[config.mk]
export PLATFORM = sky130hd
export DESIGN_NAME = pc_unit
export DESIGN_NICKNAME = d
export VERILOG_FILES = /design/src/rtl/pc_pkg.sv /design/src/rtl/pc_ras.sv /design/src/rtl/pc_unit.sv
export SDC_FILE = /design/constraint.sdc
export NUM_CORES = 1
export LEC_CHECK = 0
export CORE_UTILIZATION = 36
export CTS_BUF_LIST = sky130_fd_sc_hd__clkbuf_16
export CTS_CLUSTER_SIZE = 10
export DETAILED_ROUTE_END_ITERATION = 12
export PLACE_DENSITY = 0.66
export SYNTH_ARGS = -nofsm -noshare
export SYNTH_HDL_FRONTEND = slang
export SYNTH_SLANG_ARGS = --single-unit
[constraint.sdc]
create_clock -name clk -period 3.3 [get_ports clk]
set_input_delay 0.33 -clock clk [delete_from_list [all_inputs] [get_ports clk]]
set_output_delay 0.33 -clock clk [all_outputs]
set_load 0.05 [all_outputs]
[src/rtl/pc_pkg.sv]
// Shared types for the program-counter unit.
// Next-PC selector encoding and target alignment helpers.
package pc_pkg;

  typedef enum logic [2:0] {
    PC_HOLD,
    PC_INC,
    PC_BR,
    PC_LD,
    PC_RET
  } pc_sel_e;

  localparam logic [1:0] ALIGN_MASK = 2'b11;

  function automatic logic misaligned(input logic [1:0] lo);
    return |(lo & ALIGN_MASK);
  endfunction

endpackage

[src/rtl/pc_ras.sv]
// Circular return-address stack; a push when full overwrites the oldest.
// Built only when PC_RAS_EN is defined.
module pc_ras
  import pc_pkg::*;
#(
  parameter int XLEN  = 32,
  parameter int DEPTH = 4
) (
  input  logic            clk,
  input  logic            reset,
  input  logic            push,
  input  logic            pop,
  input  logic [XLEN-1:0] push_data,
  output logic [XLEN-1:0] top,
  output logic            empty,
  output logic            full
);

  localparam int AW = $clog2(DEPTH);
  localparam logic [AW:0] FULL_CNT = (AW+1)'(DEPTH);

  logic [XLEN-1:0] mem_q [DEPTH];
  logic [AW-1:0]   wp_q, wp_d;
  logic [AW:0]     cnt_q, cnt_d;

  always_comb begin
    wp_d  = wp_q;
    cnt_d = cnt_q;
    if (push) begin
      wp_d = wp_q + 1'b1;
      if (cnt_q != FULL_CNT) cnt_d = cnt_q + 1'b1;
    end else if (pop && cnt_q != '0) begin
      wp_d  = wp_q - 1'b1;
      cnt_d = cnt_q - 1'b1;
    end
  end

  always_ff @(posedge clk or posedge reset) begin
    if (reset) begin
      wp_q  <= '0;
      cnt_q <= '0;
    end else begin
      wp_q  <= wp_d;
      cnt_q <= cnt_d;
    end
  end

  // wp_q is the next write slot, so the top lives one below it
  always_ff @(posedge clk) begin
    if (push) mem_q[wp_q] <= push_data;
  end

  assign top   = mem_q[wp_q - 1'b1];
  assign empty = (cnt_q == '0);
  assign full  = (cnt_q == FULL_CNT);

endmodule

[src/rtl/pc_unit.sv]
// Program-counter unit: priority next-PC select, alignment check, PC register.
// Optional return-address stack enabled by defining PC_RAS_EN.
module pc_unit
  import pc_pkg::*;
#(
  parameter int              XLEN      = 32,
  parameter logic [XLEN-1:0] RESET_VEC = '0,
  parameter int              INC       = 4,
  parameter int              RAS_DEPTH = 4
) (
  input  logic            clk,
  input  logic            reset,
  input  logic            stall,
  input  logic            pc_inc,
  input  logic            pc_ld,
  input  logic [XLEN-1:0] pc_in,
  input  logic            br_taken,
  input  logic [XLEN-1:0] br_off,
  input  logic            call,
  input  logic            ret,
  output logic [XLEN-1:0] pc_out,
  output logic            align_err,
  output logic            ras_empty,
  output logic            ras_full
);

  localparam logic [XLEN-1:0] KEEP = ~{{(XLEN-2){1'b0}}, ALIGN_MASK};

  pc_sel_e         sel;
  logic [XLEN-1:0] pc_q, pc_d;
  logic            err_q, err_d;
  logic            ret_ok;
  logic [XLEN-1:0] ras_top;
  logic            ras_emp;

`ifdef PC_RAS_EN
  logic push, pop;

  assign push   = !stall && pc_ld && call;
  assign pop    = !stall && (sel == PC_RET) && !ras_emp;
  assign ret_ok = ret;

  pc_ras #(
    .XLEN (XLEN),
    .DEPTH(RAS_DEPTH)
  ) u_ras (
    .clk      (clk),
    .reset    (reset),
    .push     (push),
    .pop      (pop),
    .push_data(pc_q + XLEN'(INC)),
    .top      (ras_top),
    .empty    (ras_emp),
    .full     (ras_full)
  );
`else
  logic unused_ras;

  assign unused_ras = call ^ ret;
  assign ret_ok     = 1'b0;
  assign ras_top    = '0;
  assign ras_emp    = 1'b1;
  assign ras_full   = 1'b0;
`endif

  always_comb begin
    if (pc_ld)         sel = PC_LD;
    else if (ret_ok)   sel = PC_RET;
    else if (br_taken) sel = PC_BR;
    else if (pc_inc)   sel = PC_INC;
    else               sel = PC_HOLD;
  end

  always_comb begin
    logic [XLEN-1:0] raw;
    logic            bad;
    raw  = pc_q;
    bad  = 1'b0;
    pc_d = pc_q;
    unique case (sel)
      PC_INC: begin
        raw  = pc_q + XLEN'(INC);
        pc_d = raw & KEEP;
      end
      PC_BR: begin
        raw  = pc_q + br_off;
        bad  = misaligned(raw[1:0]);
        pc_d = raw & KEEP;
      end
      PC_LD: begin
        raw  = pc_in;
        bad  = misaligned(raw[1:0]);
        pc_d = raw & KEEP;
      end
      PC_RET: begin
        // an underflowing return holds the PC and flags the error
        bad  = ras_emp;
        pc_d = ras_emp ? pc_q : (ras_top & KEEP);
      end
      default: ;
    endcase
    err_d = err_q | bad;
    if (stall) begin
      pc_d  = pc_q;
      err_d = err_q;
    end
  end

  always_ff @(posedge clk or posedge reset) begin
    if (reset) begin
      pc_q  <= RESET_VEC;
      err_q <= 1'b0;
    end else begin
      pc_q  <= pc_d;
      err_q <= err_d;
    end
  end

  assign pc_out    = pc_q;
  assign align_err = err_q;
  assign ras_empty = ras_emp;

endmodule
**After elaboration in Yosys (flattened, before gate mapping)**

Cells that the tools add are included.

- Register bits after elaboration: 33
- Input bits: 72
- Output and inout bits: 35
- Word-level logic and storage cells: 19

- Add/sub/neg operators: 2
- Equal/unequal tests: 4
- Multiplexer cells: 5
- Bitwise operators: 2
- Reduce and logical (&&, ||, !) cells: 4

Operator list:

| cell | count |
|---|---|
| $pmux 32 s3 | 1 |
| $add 32x3->32 const B | 1 |
| $add 32x32->32 | 1 |
| $eq 3x2->1 const B | 2 |
| $reduce_or 2->1 | 2 |
| $eq 3x1->1 const B | 1 |
| $eq 3x3->1 const B | 1 |
| $mux 3 | 1 |
| $pmux 1 s3 | 1 |
| $reduce_bool 3->1 | 1 |
| $mux 2 | 1 |
| $reduce_and 2->1 | 1 |
| $mux 1 | 1 |
| $not 1->1 | 1 |
| $or 1x1->1 | 1 |

**Longest topological paths before layout**

Gate-level depths: netlist of the first run.

- Word-level depth: 6
- Depth in mapped cells: 14
- Mapped depth without buffers: 12

**Least setup slack after synthesis of the first run**

OpenSTA, ideal clock, no wires.

- Path type: input -> register
- Start point: input port pc_ld
- End point: register pc_q[24] (netlist: pc_out[24])
- Setup time: 0.132 ns
- Data arrival time: 3.003 ns
- Path slack: 0.165 ns
- Stages: 14
- Cell sequence: clkbuf_1 nor2b_1 clkbuf_1 nand2b_1 ha_1 fa_1 a21o_1 a221oi_1 o41ai_1 a41oi_1 o21ai_1 a21boi_0 xor2_1 o21ai_0

- Cells in the longest elaborated chain, start to end: 4

Ends and longest elaborated chain:

| what | line | RTL |
|---|---|---|
| from (decl) | pc_unit.sv:15 | `input logic pc_ld,` |
| $mux 3 * | pc_unit.sv:67 | `if (pc_ld) sel = PC_LD;` |
| $eq 3x2->1 or $eq 3x1->1 (tied branches) | pc_unit.sv:80 | `unique case (sel)` |
| $reduce_bool 3->1 (no source line) | -- |  |
| $reduce_and 2->1 (no source line) | -- |  |
| to (signal assigned) | pc_unit.sv:114 | `pc_q <= pc_d;` |
| to (decl) | pc_unit.sv:30 | `logic [XLEN-1:0] pc_q, pc_d;` |

Every way passes the cells marked *; elsewhere a longest branch is shown, timed or not. The select of a mux whose other input is x is not followed.
A chain may end at the register's enable or synchronous reset.

**Worst setup path after layout of the first run**

- Start point: input port br_off[2]
- End point: register pc_q[30] (netlist: pc_out[30])

- Cells in the longest elaborated chain, start to end: 2

Ends and longest elaborated chain:

| what | line | RTL |
|---|---|---|
| from (decl) | pc_unit.sv:18 | `input logic [XLEN-1:0] br_off,` |
| $add 32x32->32 | pc_unit.sv:86 | `raw = pc_q + br_off;` |
| $pmux 32 s3 | pc_unit.sv:80 |  |

Every way passes these cells. The select of a mux whose other input is x is not followed.

==> results of run 1 <==
## power breakdown
group	switching [mW]	total (mW)	internal, mW	leakage [nW]
logic	0.724	1.27	0.547	1.78
clock network	0.182	0.535	0.352	0.0812
registers	0.0755	0.529	0.453	0.380
total	0.982	2.34	1.35	2.24
## cell usage in the layout, fill, tap and decap left out, drive strengths merged, types with 3 or more instances in the layout
cell	count
clkdlybuf4s50	98
a21oi	56
buf	51
o21ai	42
nand2	39
dfrtp	31
and2	30
ha	29
nor2	25
a21o	16
xor2	15
nor3	10
mux2i	10
xnor2	10
and3	10
inv	8
nand3	6
clkbuf	5
o211ai	4
nand4	4
o21bai	4
conb	4
a211oi	4
or3	3
nand2b	3
## path summary, 6_finish.rpt
| kind | startpoint | to | depth (start not counted) |
|---|---|---|---|
| max | br_off[2] | pc_out[30] | 13 |
| min | reset | align_err | 3 |
| max reg2reg | pc_out[2] | pc_out[30] | 11 |
| min reg2reg | align_err | align_err | 1 |
| max in group asynchronous | reset | pc_out[3] | 3 |
| min in group clk | align_err | align_err | 1 |
## kinds of logic after synthesis
kind of cell | Yosys count
DFF | 31
adders and majority gates | 30
AOI/OAI and AO/OA | 142
muxes | 10
buffers and inverters | 34
other | 2
and+or+nand+nor | 138
xor gates and xnor gates | 25
## stage by stage
step | setup TNS (ps) | total power [mW] | hold WS, ps | utilization | std cells
global placement | -2437 | 1.710 | 447.7 | 0.5425 | 640
global route | 0 | 2.473 | 508.0 | 0.5871 | 651
CTS | 0 | 2.278 | 464.8 | 0.5650 | 648
detailed placement | -3627 | 1.726 | 451.2 | 0.5425 | 640
floorplan | 0 | 1.274 | 433.5 | - | 414
finish | 0 | 2.336 | 451.3 | 0.5871 | 651
## sequential cells by signal, indices dropped and copies added, names as in the netlist
name	cells
align_err	1
pc_out	30
## per-layer routing
| layer | vias to the layer above | wire, um | part of all wire | track usage |
|---|---|---|---|---|
| met2 | 119 | 4511 | 0.46 | 0.3552 |
| met3 | 6 | 653 | 0.067 | 0.04028 |
| met4 | 0 | 66 | 0.0068 | 0.03856 |
| met1 | 1614 | 4477 | 0.46 | 0.2925 |
| met5 | - | 0 | 0 | 0 |
| li1 | 1743 | - | - | - |
## repair_timing
item                                   in CTS  in global routing
setup endpoints to repair                   8                 10
buffers inserted                            0                  2
endpoints found under the hold margin       0                  0
gates cloned                                0                  1
resized for setup                           5                 31
hold buffers                                0                  0
pin swaps                                   0                  9
## layout make-up
type	count	area (um^2)	share of cell area
Tap cell	105	131.4	0.02670
Multi-Input combinational cell	349	2442	0.4963
Timing Repair Buffer	150	1378	0.2799
Inverter	8	30.03	0.006102
Clock inverter	3	38.79	0.007882
Sequential cell	31	775.7	0.1576
Clock buffer	5	125.1	0.02543
## critical path: cells and delay by family
family	cells	cell delay, ps
AO/OA/AOI/OAI	6	1060
adder cells (fa/ha/maj)	2	410
buffers and inverters	2	590
XOR/XNOR	1	150
AND/OR/NAND/NOR	2	610
==> impl_metrics.json, run 1 <==
{
  "critPathLaunchType": "input pin",
  "fin_nets": 647,
  "rsz0062_at_grt": "no",
  "pre_cts_slack_ps": -441.6,
  "reg2reg_slack_ps": 530,
  "setup_ws_ps": 335.6,
  "final_cell_area_um2": 4921,
  "yosysSeqAreaShare": 0.2439,
  "clock_latency_ps": 280,
  "fin_crit_sh": 0.8983,
  "placeableCoreArea_um2": 8382,
  "clockBufferDepth": 2,
  "synth_largest_area_cell": "dfrtp_1",
  "drv_slew": 0,
  "cp-end-kind": "flop",
  "async_flop_share": 1.000,
  "grt_pass1_wl_um": 15670,
  "cts_tree": "built",
  "ys_seq_elements": 31,
  "nFillCells": 777,
  "post-route-min-period_ps": 2964,
  "finalWirelength_um": 9708,
  "routed_via_density": 5.349,
  "status": "finished clean",
  "netlist_instances": 412,
  "cts_buffers": 5,
  "powerDensity_nw_per_um2": 474.6,
  "hold_viol": 0,
  "placed_cell_area_um2": 4547,
  "synth_mux_area_frac": 0.03147,
  "cts.htree.levels": 2,
  "synth_top_family_by_area": "compound AO/OA/AOI/OAI gates",
  "yosys.area_share.simple": 0.2179,
  "synth_xor_area_frac": 0.06884,
  "ioPinCount": 107,
  "arrival_ps": 3160,
  "io_buffer_count": 100,
  "antenna_found_initial": 0,
  "grt.overflow.total": 0,
  "slew_headroom": 0.4079,
  "synth_flop_cell": "dfrtp_1",
  "place.gp.congestion": 0.8870,
  "syn_area_um2": 3181,
  "max_cap_viol_count": 0,
  "critPathKind": "input pin to flop",
  "drcViolationCount": 0,
  "avgRoutedWirePerCell_um": 14.91,
  "required_ps": 3500,
  "ctsRootBufferMaster": "clkbuf_16",
  "vias": 3482,
  "fp.dieW_um": 96.00,
  "synth_common_cells": "a21oi_1, o21ai_0, nand2_1, dfrtp_1, and2_1",
  "first_iter_violations": 123,
  "synthAdderAreaFrac": 0.1204,
  "tightest_slew_ps": 888.1,
  "path_max_fanout": 2,
  "first_pass_iters": 4,
  "yosys_warnings": 0,
  "fin_worst_skew_ps": 5.335,
  "path_clk_slew_ps": 60,
  "synth_compound_area_frac": 0.2675,
  "start_util": 0.3795,
  "ir_worst_vdd_uv": 242.1,
  "rows": 33,
  "synth_area_per_cell_um2": 7.720,
  "fp.dieH_um": 96.00,
  "post-dp-hpwl_um": 7116,
  "drive_above_1_share": 0.1575,
  "netlist.area_leader.share": 0.2439,
  "synth_cell_types": 49,
  "grtUsageTotal": 0.2148,
  "clock-sinks": 31,
  "cpPeakStageDelay_ps": 520,
  "hold_path.class": "input pin to async pin",
  "grt_pass1_vias": 3439,
  "antenna_cells": 0,
  "final-setup-viol-count": 0,
  "dieArea_um2": 9215,
  "fmax_mhz": 337.3,
  "synth_edf_count": 0,
  "leakagePower_nw": 2.243,
  "synth.area.top_cells": "dfrtp_1, ha_1, a21oi_1, o21ai_0, and2_1",
  "yosys.cell_count.top_type": "a21oi_1",
  "grt_start_max_net_pins": 54,
  "ant_nets": 0,
  "cp_slowest_cell": "or4b_4",
  "area_growth_pct": 54.72,
  "cp_cell_sequence": "clkdlybuf4s50_1, nand2b_1, ha_1, fa_1, a21o_1, buf_4, a221oi_4, or4b_4, a211o_1, a21oi_2, a31oi_1, xor2_1, o21ai_0"
}
Power figures use the tool's default switching activity.
==> run 2, diff against run 1 <==
CORE_MARGIN = 1   (was unset)
HOLD_SLACK_MARGIN = 0.06   (was unset)
REMOVE_ABC_BUFFERS = 1   (was unset)
==> run 2 against run 1 <==
  * Fmax fell by 5.8%
  * Design area fell by 3.2%
  * Largest cell class unchanged
  * Largest power group unchanged
  * Routed wire length fell by 0.74%
  * Flip-flop and latch count unchanged
  * Die area unchanged
  * Sequential share of layout area increased by 0.52 points
  * Critical path depth is 1 higher
==> impl_metrics.json, run 2 (same netlist as run 1, synthesis figures left out) <==
{
  "io_buffer_count": 100,
  "avgRoutedWirePerCell_um": 14.78,
  "dieArea_um2": 9215,
  "arrival_ps": 3300,
  "cpPeakStageDelay_ps": 520,
  "max_cap_viol_count": 0,
  "ir_worst_vdd_uv": 216.8,
  "area_growth_pct": 49.76,
  "critPathLaunchType": "input pin",
  "start_util": 0.3795,
  "largest_reg_flops": 30,
  "clock_latency_ps": 280,
  "path_delay_family": "simple AND/OR/NAND/NOR gates",
  "regArea_um2": 775.7,
  "intPower_mw": 1.257,
  "combPwrFrac": 0.557,
  "grt_pass1_vias": 3326,
  "fin_cells": 652,
  "grt_start_max_net_pins": 52,
  "fin_crit_sh": 0.9538,
  "rows": 33,
  "antenna_cells": 0,
  "rsz0062_at_grt": "no",
  "path_clk_slew_ps": 60,
  "clockPowerShare": 0.206,
  "drv_slew": 0,
  "powerDensity_nw_per_um2": 465.6,
  "multiInputGateArea_um2": 2308,
  "cts_buffers": 5,
  "ioPinCount": 107,
  "clockBufferDepth": 2,
  "cts_tree": "built",
  "grt_pass1_wl_um": 15860,
  "cp_slowest_cell": "or4b_1",
  "crit_top_cell": "buf_4",
  "antenna_found_initial": 0,
  "whs_ps": 445.6,
  "fin_worst_skew_ps": 3.424,
  "routed_via_density": 5.219,
  "vias": 3403,
  "fp.dieW_um": 96.00,
  "grt.overflow.total": 0,
  "nFillCells": 793,
  "leakagePower_nw": 2.188,
  "first_pass_iters": 4,
  "crit-reg2reg-launch": "pc_out[2]",
  "final_common_cell": "clkdlybuf4s50_1",
  "hold_viol": 0,
  "finalWirelength_um": 9636,
  "tns_ps": 0,
  "final-setup-viol-count": 0,
  "place.gp.congestion": 0.8975,
  "path_max_fanout": 10,
  "critPathKind": "input pin to flop",
  "required_ps": 3450,
  "final_cell_mix": "clkdlybuf4s50_1, a21oi_1, buf_4",
  "drive_above_1_share": 0.1371,
  "fp.dieH_um": 96.00,
  "placeableCoreArea_um2": 8382,
  "p_sw_frac": 0.4330,
  "post-route-min-period_ps": 3148,
  "cp-end-kind": "flop",
  "fmax_mhz": 317.7,
  "crit_start": "br_taken",
  "post-dp-hpwl_um": 7463,
  "hold_path.class": "input pin to async pin",
  "grtUsageTotal": 0.2213,
  "critPathBufInv": 3,
  "dp_cells": 644,
  "slew_headroom": 0.3668,
  "power_frac_seq": 0.237,
  "p_sw_mw": 0.9603,
  "ant_nets": 0,
  "cp_cell_sequence": "dlygate4sd2_1, nor2b_2, buf_4, and2_1, ha_1, a21o_1, a221oi_1, buf_4, or4b_1, a211o_1, nor2b_1, o21bai_1, xnor2_1, o21ai_0",
  "drcViolationCount": 0,
  "clock-sinks": 31,
  "first_iter_violations": 166,
  "status": "finished clean",
  "post_cts_buffers": 0,
  "cts.htree.levels": 2,
  "tightest_slew_ps": 946.3,
  "ctsRootBufferMaster": "clkbuf_16",
  "fin_nets": 648
}
run 2: cell types whose count changed in the layout (fill, tap and decap cells not counted), moves of 2 or more:
cell,before,now
nor4_1,0,2
ha_4,4,1
clkinv_2,1,3
ha_1,24,28
buf_4,49,51
o21ai_2,2,0
and2_4,3,1
and2_1,27,29
a221oi_4,2,0
o21ai_1,1,4
run 2: per-stage QoR:
stage          cell area (um^2)  worst slack (ps)  utilization  total power [mW]
2_1_floorplan              3067            -74.14            -             1.251
3_3_place_gp               4577            -291.8       0.5461             1.727
3_5_place_dp               4577            -468.1       0.5461             1.742
4_1_cts                    4760             149.9       0.5678             2.228
5_1_grt                    4763             7.573       0.5683             2.356
6_report                   4763             152.4       0.5683             2.218
run 2: final timing paths:
check / slack [ps] / to / depth (start not counted)
setup reg to reg: 480 / pc_out[22] / 11
min in group clk: 490 / align_err / 1
hold / removal: 450 / pc_out[2] / 3
hold reg to reg: 490 / align_err / 1
setup / recovery: 150 / pc_out[22] / 14
max in group asynchronous: 2550 / pc_out[20] / 3
run 2: layout make-up:
cell class,count,area share
clock inverter,3,0.003152
clock buffer,5,0.02627
sequential,31,0.1629
tap,105,0.02758
timing repair buffer,151,0.2892
inverter,8,0.006304
multi-input combinational,349,0.4846
run 2: timing repair:
| item | CTS | global route |
|---|---|---|
| hold buffers | 0 | 0 |
| endpoints found under the setup margin | 8 | 3 |
| gates resized for setup | 10 | 3 |
| pin swaps | 6 | 0 |
run 2: layer usage:
layer | track usage | part of all wire | wire [um]
met1 | 0.3135 | 0.50 | 4846
met4 | 0.04478 | 0.0085 | 82
met2 | 0.3505 | 0.44 | 4215
met5 | 0 | 0 | 0
met3 | 0.03949 | 0.051 | 491
run 2: worst min-delay path: cells and delay by family:
kind,cells,cell delay [ps]
buffers and inverters,3,820
run 2: power groups by stage:
stage | Sequential (mW) | Clock, mW | Combinational (mW)
final | 0.526 | 0.457 | 1.23
after global routing | 0.537 | 0.486 | 1.33
after CTS | 0.527 | 0.468 | 1.23
after detailed placement | 0.530 | 0 | 1.21
after global placement | 0.529 | 0 | 1.20
after floorplan | 0.774 | 0 | 0.477
